File: config.mk
export PLATFORM = sky130hd
export DESIGN_NAME = led_blink_1
export DESIGN_NICKNAME = d
export VERILOG_FILES = /design/src/rtl/led_blink_1.sv
export SDC_FILE = /design/constraint.sdc
export NUM_CORES = 1
export LEC_CHECK = 0
export CAP_MARGIN = 20
export CORE_MARGIN = 2
export CORE_UTILIZATION = 55
export CTS_BUF_LIST = sky130_fd_sc_hd__clkbuf_8
export DETAILED_ROUTE_END_ITERATION = 8
export PLACE_DENSITY = 0.75
export SYNTH_ARGS = -nofsm -noshare
export SYNTH_HDL_FRONTEND = slang
export SYNTH_SLANG_ARGS = --single-unit
export TNS_END_PERCENT = 20
File: constraint.sdc
create_clock -name clk -period 0.8 [get_ports clk]
set_input_delay 0.24 -clock clk [delete_from_list [all_inputs] [get_ports clk]]
set_output_delay 0.24 -clock clk [all_outputs]
set_load 0.03 [all_outputs]
File: src/rtl/led_blink_1.sv
// Free-running LED blinker: divides clk down to a visible square wave on one pin.
// Contains a 2-flop reset synchronizer, a half-period prescaler and a polarity-aware output flop.
module led_blink_1 #(
    parameter int CLK_FREQ_HZ    = 50_000_000,
    parameter int BLINK_FREQ_HZ  = 1,
    parameter bit LED_ACTIVE_LOW = 1'b0
) (
    input  logic clk,
    input  logic rst_async,
    output logic led
);

    localparam int HALF  = (BLINK_FREQ_HZ > 0) ? CLK_FREQ_HZ / (2 * BLINK_FREQ_HZ) : 0;
    localparam int CNT_W = (HALF > 1) ? $clog2(HALF) : 1;
    localparam logic [CNT_W-1:0] CNT_LAST = CNT_W'(HALF - 1);

    generate
        if (BLINK_FREQ_HZ == 0) begin : g_bad_blink
            $error("led_blink_1: BLINK_FREQ_HZ must be non-zero");
        end
        if (HALF < 2) begin : g_bad_half
            $error("led_blink_1: half period must be at least 2 clock cycles");
        end
    endgenerate

    logic [1:0]       sync_q, sync_d;
    logic             rst_n_sync;
    logic [CNT_W-1:0] cnt_q, cnt_d;
    logic             led_q, led_d;

    always_comb begin
        sync_d = {sync_q[0], 1'b1};
    end

    always_ff @(posedge clk or negedge rst_async) begin
        if (!rst_async) begin
            sync_q <= 2'b00;
        end else begin
            sync_q <= sync_d;
        end
    end

    assign rst_n_sync = sync_q[1];

    // led_q holds the pin level itself so a toggle reaches the pin on the wrap edge.
    always_comb begin
        cnt_d = cnt_q + CNT_W'(1);
        led_d = led_q;
        if (cnt_q == CNT_LAST) begin
            cnt_d = '0;
            led_d = ~led_q;
        end
    end

    always_ff @(posedge clk or negedge rst_n_sync) begin
        if (!rst_n_sync) begin
            cnt_q <= '0;
            led_q <= LED_ACTIVE_LOW;
        end else begin
            cnt_q <= cnt_d;
            led_q <= led_d;
        end
    end

    assign led = led_q;

endmodule

# == After elaboration in Yosys (flattened, before gate mapping) ==
# Cells that the tools add are included.
# totals
register_bits,28
inputBits,2
output_inout_bits,1
word_cells,7
# classes
add_sub_neg,1
eq_ne,1
n_mux,1
n_bitwise,1
# op_table
cell,n
adder 25 x 1 -> 25 bit (second input constant),1
equality test 25 bit (second input constant),1
2-to-1 mux 25 bit,1
inverter 1 bit,1

# == Longest topological paths before layout ==
# Gate-level depths: netlist (run 1).
# depth
depth_word,2
ltp_mapped,7
depth_no_buf,5

# == Worst setup path before layout (run 1) ==
# No wires, ideal clock.
# synth_timing
path_type,register -> register
startpoint,register cnt_q[0]
endpoint,register cnt_q[19]
setup_ps,130
t_arrival_ps,1521
required_ps,670
slack_ps,-850
stages_incl_launch_ff,8
n_path_buf,2
synth_period_minus_slack_ps,1650
cell_sequence,dfrtp_1 > ha_1 > and3_1 > buf_2 > nand2_1 > nor4_4 > buf_4 > a21oi_1
# synth_via
elab_chain_cells,2
word_cells_on_any_way,3
classes_between,add/sub: 1; eq/ne: 1; mux: 1
# synth_rtl
item,line_no,rtl
from (decl),28,"logic [CNT_W-1:0] cnt_q, cnt_d;"
from (signal assigned),60,cnt_q <= cnt_d;
adder 25 x 1 -> 25 bit / equality test 25 bit (equally long branches),"47, 49",
2-to-1 mux 25 bit *,49,if (cnt_q == CNT_LAST) begin
named net cnt_d[19],28,
# The timed path passes the listed nets; every way through them passes the cells marked *.
# A chain may end at the register's enable or synchronous reset.

# == Worst setup path after layout (run 1) ==
# layout_timing
startpoint,register cnt_q[0]
endpoint,register cnt_q[20]
# The elaborated chain is that of the path after synthesis.

==> results of run 1 <==
-- how the worst max path moves through the flow --
| stage | start | to | slack, ps | cells past startpoint |
|---|---|---|---|---|
| 2_1_floorplan | cnt_q[0] | cnt_q[20] | -820 | 6 |
| 3_3_place_gp | cnt_q[6] | cnt_q[24] | -810 | 5 |
| 3_5_place_dp | cnt_q[6] | cnt_q[19] | -880 | 5 |
| 4_1_cts | cnt_q[1] | cnt_q[20] | -820 | 6 |
| 5_1_grt | cnt_q[0] | cnt_q[20] | -1000 | 6 |
| 6_report | cnt_q[0] | cnt_q[20] | -950 | 6 |
-- power breakdown --
part           internal [W]   total, W  leakage, nW  switching, W
clock              0.000339   0.000772       0.0216      0.000433
combinational     0.0000143  0.0000430        0.569     0.0000287
sequential          0.00142    0.00142        0.377    0.00000280
-- state kept, by name, summed over array words and instances (netlist names) --
| register | count |
|---|---|
| sync_q | 2 |
| cnt_q | 25 |
| led | 1 |
-- what timing repair did --
item | 4_1_cts | 5_1_grt
resized for setup | 17 | 22
endpoints found under the setup margin | 27 | 27
gates cloned | 0 | 0
pin swaps | 22 | 10
buffers inserted | 6 | 1
-- area by class of cell --
cell class	instances	area share, %
clock buffers	3	2.01
inverters	4	0.731
multi-input cells	93	38.5
flip-flops and latches	28	34.1
well taps	30	1.83
repair buffers	57	22.9
-- logic make-up (layout without fill, tap and decap cells) --
family	after synthesis	in the layout	synth area share (%)
AO/OA/AOI/OAI	21	21	8.78
XOR/XNOR	12	12	7.60
adder cells (fa/ha/maj)	1	1	0.905
buffers and inverters	9	64	3.62
flip-flops	28	28	50.7
multiplexers	1	1	0.724
other	1	1	0.271
AND/OR/NAND/NOR	57	57	27.4
-- layout by cell type, fill, tap and decap left out, types with 2 or more instances in the layout --
cell and instances:
nor2_1 4, nand4_2 2, or3_1 3, buf_6 7, clkbuf_8 3, xor2_2 2, nand3_1 9, nand4_1 4
and4_4 2, dfrtp_1 28, nor3_2 2, a21oi_2 9, inv_1 4, xor2_1 4, nand2_1 6, o31ai_1 3
o31ai_2 2, and3_1 2, xnor2_1 6, or3_4 2, buf_4 48, o21ai_1 4, o21ai_0 2, or4_4 4
nor4_4 2
-- metrics by stage --
step | instance area (um^2) | hold WS [ps] | worst slack [ps]
3_5_place_dp | 1800 | 210 | -875
5_1_grt | 2050 | 141 | -1000
4_1_cts | 1960 | 109 | -821
6_report | 2050 | 129 | -948
3_3_place_gp | 1800 | 210 | -814
2_1_floorplan | 1420 | -55.6 | -820
-- layer usage --
layer	part of all wire (%)	wire (um)	up-vias	global-route usage [%]
li1	-	-	581	-
met1	36	1790	646	39.3
met2	47	2300	129	53.0
met3	11	539	36	5.28
met4	6.1	302	0	16.3
met5	0	0	-	0
==> flow_summary.toml, run 1 <==
[outcome]
status = "finished, violations left"
violations = "setup timing"

[clock_network]
worstSkewPairLatency_ps = 280
ctsHoldBuffers = 0
clkTransAtPathRegs_ps = 90
clk_path_buf_depth = 2
cts-root-buf = "clkbuf_8"
htreeDepth = 1
clock_sinks = 28
cts_tree = "built"
numCtsBuffers = 3

[timing]
grt_setup_unrepaired = "yes"
slew_viol_final = 0
finalHoldViolCount = 0
skew_ps = 7.35
fin_crit_sh_pct = 219
finalSetupTns_ps = -19780
setup_viol = 27
fmax_mhz = 572
fin_ws_ps = -948
min_period_ps = 1750

[job]
cap_violations = 0

[floorplan]
fp.dieH_um = 54.1
die_x_um = 54.1
ioPinCount = 3
rows = 18
core_um2 = 2430
start_util_pct = 56.8
die_area_um2 = 2930

[routing]
via_per_inst = 6.47
dr.pass1.iters = 5
routed_wl_mm = 4.93
routed-via-count = 1392
drt_iter0_markers = 86
post_drt_wl_per_cell_um = 22.9
drc = 0
ant_nets = 0

[worst_setup_path]
reg2reg_to = "cnt_q[20]"
reg2reg_depth = 6
crit_chain = "ha_2 > and3_4 > nand4_1 > buf_4 > or4_4 > a21oi_2"
worst-path-buf-inv = 1
cp_max_fo = 3
start_kind = "flip-flop"
cp.required_ps = 1010
r2r_slack_ps = -950
worstPathArrival_ps = 1960
path_class = "reg2reg"
crit_path_top_delay_cell = "or4_4"
reg2reg_from = "cnt_q[0]"
endpoint_kind = "flip-flop"
path_delay_family = "simple AND/OR/NAND/NOR gates"
critPathMaxStageDelay_ps = 420

[yosys]
yosys.area.top_type = "dfrtp_1"
async_flop_share_pct = 100
ys_seq_area_share_pct = 50.7
synth_top_area_share_pct = 50.7
avgSynthCellArea_um2 = 10.6
synth_area_um2 = 1380
ys_warn_count = 0
yosys-top-cells-count = "dfrtp_1, nand3_1, a21oi_1"
synthFlopType = "dfrtp_1"
yosysUniqueCellTypes = 33
synth_edf_count = 0
synthesis.nets = 133
synth_area_leaders = "dfrtp_1, xnor2_1, xor2_1"
yosysMostFrequentCell = "dfrtp_1"
synth-seq-cells = 28
syn-instance-count = 130

[cells_and_area]
final_cells = 215
fillers = 109
final_util_pct = 84.4
layout.nets = 190
multiInputGateArea_um2 = 790
n_antenna_cell = 0
drive_above_1_share_pct = 52.4
area_growth_pct = 48.5
seq_area_um2 = 701

[place]
finalWeightedCongestion = 0.822
dp_hpwl_mm = 2.42
port_buffers = 2
place_inst = 205

[min_path]
worstHoldPathType = "in2async"

[grt]
grt_pass1_wl_mm = 6.46
grt_antenna_before_repair = 0
grt_overflow_total = 0
grt_pass1_vias = 1364
grt_max_degree = 27
grt_usage_pct = 31.7

[power_and_ir_drop]
power_w = 0.00224
leakagePower_nw = 0.967
power.density_nw_per_um2 = 1090
peakVddDrop_uv = 1590
Note: power is estimated with default switching activity, not from simulation.
==> run 2: changes to the inputs <==
- PLACE_DENSITY: 0.75 -> 0.71
==> run 2 against run 1 <==
  * The run still ends with setup timing left
  * Final area is 1.5% lower
  * Clock power is 49% higher
  * Sequential share of layout area is 0.51 points higher
  * Critical endpoint is now cnt_q[21]
  * Highest routed layer unchanged
==> flow_summary.toml, run 2 (synthesis results as in run 1) <==
[outcome]
status = "finished, violations left"
violations = "setup timing"

[worst_setup_path]
worstPathArrival_ps = 1900
reg2reg_from = "cnt_q[0]"
cp_max_fo = 7
start_kind = "flip-flop"
path_delay_family = "simple AND/OR/NAND/NOR gates"
endpoint_kind = "flip-flop"
reg2reg_depth = 5
reg2reg_to = "cnt_q[21]"
path_class = "reg2reg"
critPathMaxStageDelay_ps = 530
crit_chain = "buf_4 > and4_4 > nand4_4 > or4_1 > a21oi_1"
crit_path_top_delay_cell = "or4_1"
r2r_slack_ps = -890
crit_start = "cnt_q[0]"
worst-path-buf-inv = 1
cp.required_ps = 1000

[grt]
grt_antenna_before_repair = 0
grt_pass1_wl_mm = 5.77
grt_usage_pct = 28.4
grt_max_degree = 27
grt_overflow_total = 0
grt_pass1_vias = 1280

[floorplan]
core_um2 = 2430
die_area_um2 = 2930
ioPinCount = 3
rows = 18
fp.dieH_um = 54.1
start_util_pct = 56.8
die_x_um = 54.1

[timing]
grt_setup_unrepaired = "yes"
setup_viol = 27
skew_ps = 2.48
min_period_ps = 1690
slew_viol_final = 0
fin_crit_sh_pct = 211
fin_ws_ps = -891
fmax_mhz = 591
finalSetupTns_ps = -17740
finalHoldViolCount = 0

[cells_and_area]
fillers = 122
top_register = "cnt_q"
layout.nets = 187
area_growth_pct = 46.3
n_antenna_cell = 0
largest_reg_flops = 25
final_common_cell = "buf_4"
mostFrequentLayoutCells = "buf_4, dfrtp_1, nand3_1"
drive_above_1_share_pct = 48.1

[clock_network]
worstSkewPairLatency_ps = 280
htreeDepth = 1
clock_sinks = 28
clkTransAtPathRegs_ps = 100
cts_tree = "built"
clk_path_buf_depth = 2
cts-root-buf = "clkbuf_8"
numCtsBuffers = 3

[place]
port_buffers = 2
dp_hpwl_mm = 2.36
place_ws_ps = -839
finalWeightedCongestion = 0.903

[min_path]
worstHoldPathType = "in2async"

[routing]
ant_nets = 0
highest_layer = "met4"
drt_iter0_markers = 38
route.met3.wl_um = 112
met1Wirelength_mm = 1.54
routed-via-count = 1278
route.met2.wl_mm = 2.17
routed_wl_mm = 3.97
dr.pass1.iters = 4
via_per_inst = 6.00
drc = 0
post_drt_wl_per_cell_um = 18.6

[power_and_ir_drop]
power_w = 0.00261
peakVddDrop_uv = 1280
power.density_nw_per_um2 = 1290
leakagePower_nw = 0.945

[job]
cap_violations = 0
-- run 2: changes by cell type in the layout (fill, tap and decap cells not counted), sizes merged --
cell | previous run | this run
buf | 56 | 53
bufinv | 0 | 1
-- run 2: worst max path at each step --
stage                      endpoint  slack, ps  cells after the start
after floorplan           cnt_q[20]       -820                      6
after global routing      cnt_q[16]       -980                      6
after global placement    cnt_q[14]       -840                      6
after detailed placement  cnt_q[21]       -840                      5
final                     cnt_q[21]       -890                      5
after CTS                 cnt_q[18]       -830                      6
-- run 2: report_power, final --
group          switching (W)  internal (W)  total [W]
registers         0.00000292       0.00142    0.00142
logic              0.0000276     0.0000143  0.0000419
clock network       0.000476      0.000671    0.00115
total               0.000507       0.00210    0.00261
-- run 2: metrics by stage --
step | instances | cell area [um^2] | utilization [%] | hold slack [ps]
after global routing | 213 | 2020 | 83.2 | 104
final | 213 | 2020 | 83.2 | 105
after CTS | 212 | 1960 | 80.7 | 107
after detailed placement | 206 | 1820 | 74.9 | 218
after global placement | 206 | 1820 | 74.9 | 209
after floorplan | 130 | 1420 | - | -55.6
-- run 2: worst reg2reg max path: cells and delay by family (launching register included) --
family | cells | cell delay (ps)
compound gates | 1 | 190
buf+inv | 1 | 140
flops | 1 | 370
simple gates | 3 | 920
-- run 2: final cells by class --
cell class	count	area, um^2	area share [%]
clock inverter	1	30.0	1.48
clock buffer	3	41.3	2.04
timing repair buffer	54	444	22.0
tap	30	37.5	1.86
sequential	28	701	34.6
multi-input combinational	93	754	37.3
inverter	4	15.0	0.742
-- run 2: per-layer routing --
metal  up-vias  GRT usage (%)
li1        578              -
met1       652           33.9
met2        35           49.8
met3        13           4.17
met4         0           13.3
met5         -              0
-- run 2: timing repair --
| action | in CTS | in global routing |
|---|---|---|
| pin swaps | 13 | 2 |
| setup buffers | 2 | 1 |
| setup endpoints to repair | 27 | 27 |
| hold buffers | 0 | 0 |
| gates resized for setup | 14 | 12 |
| hold endpoints to repair | 0 | 0 |
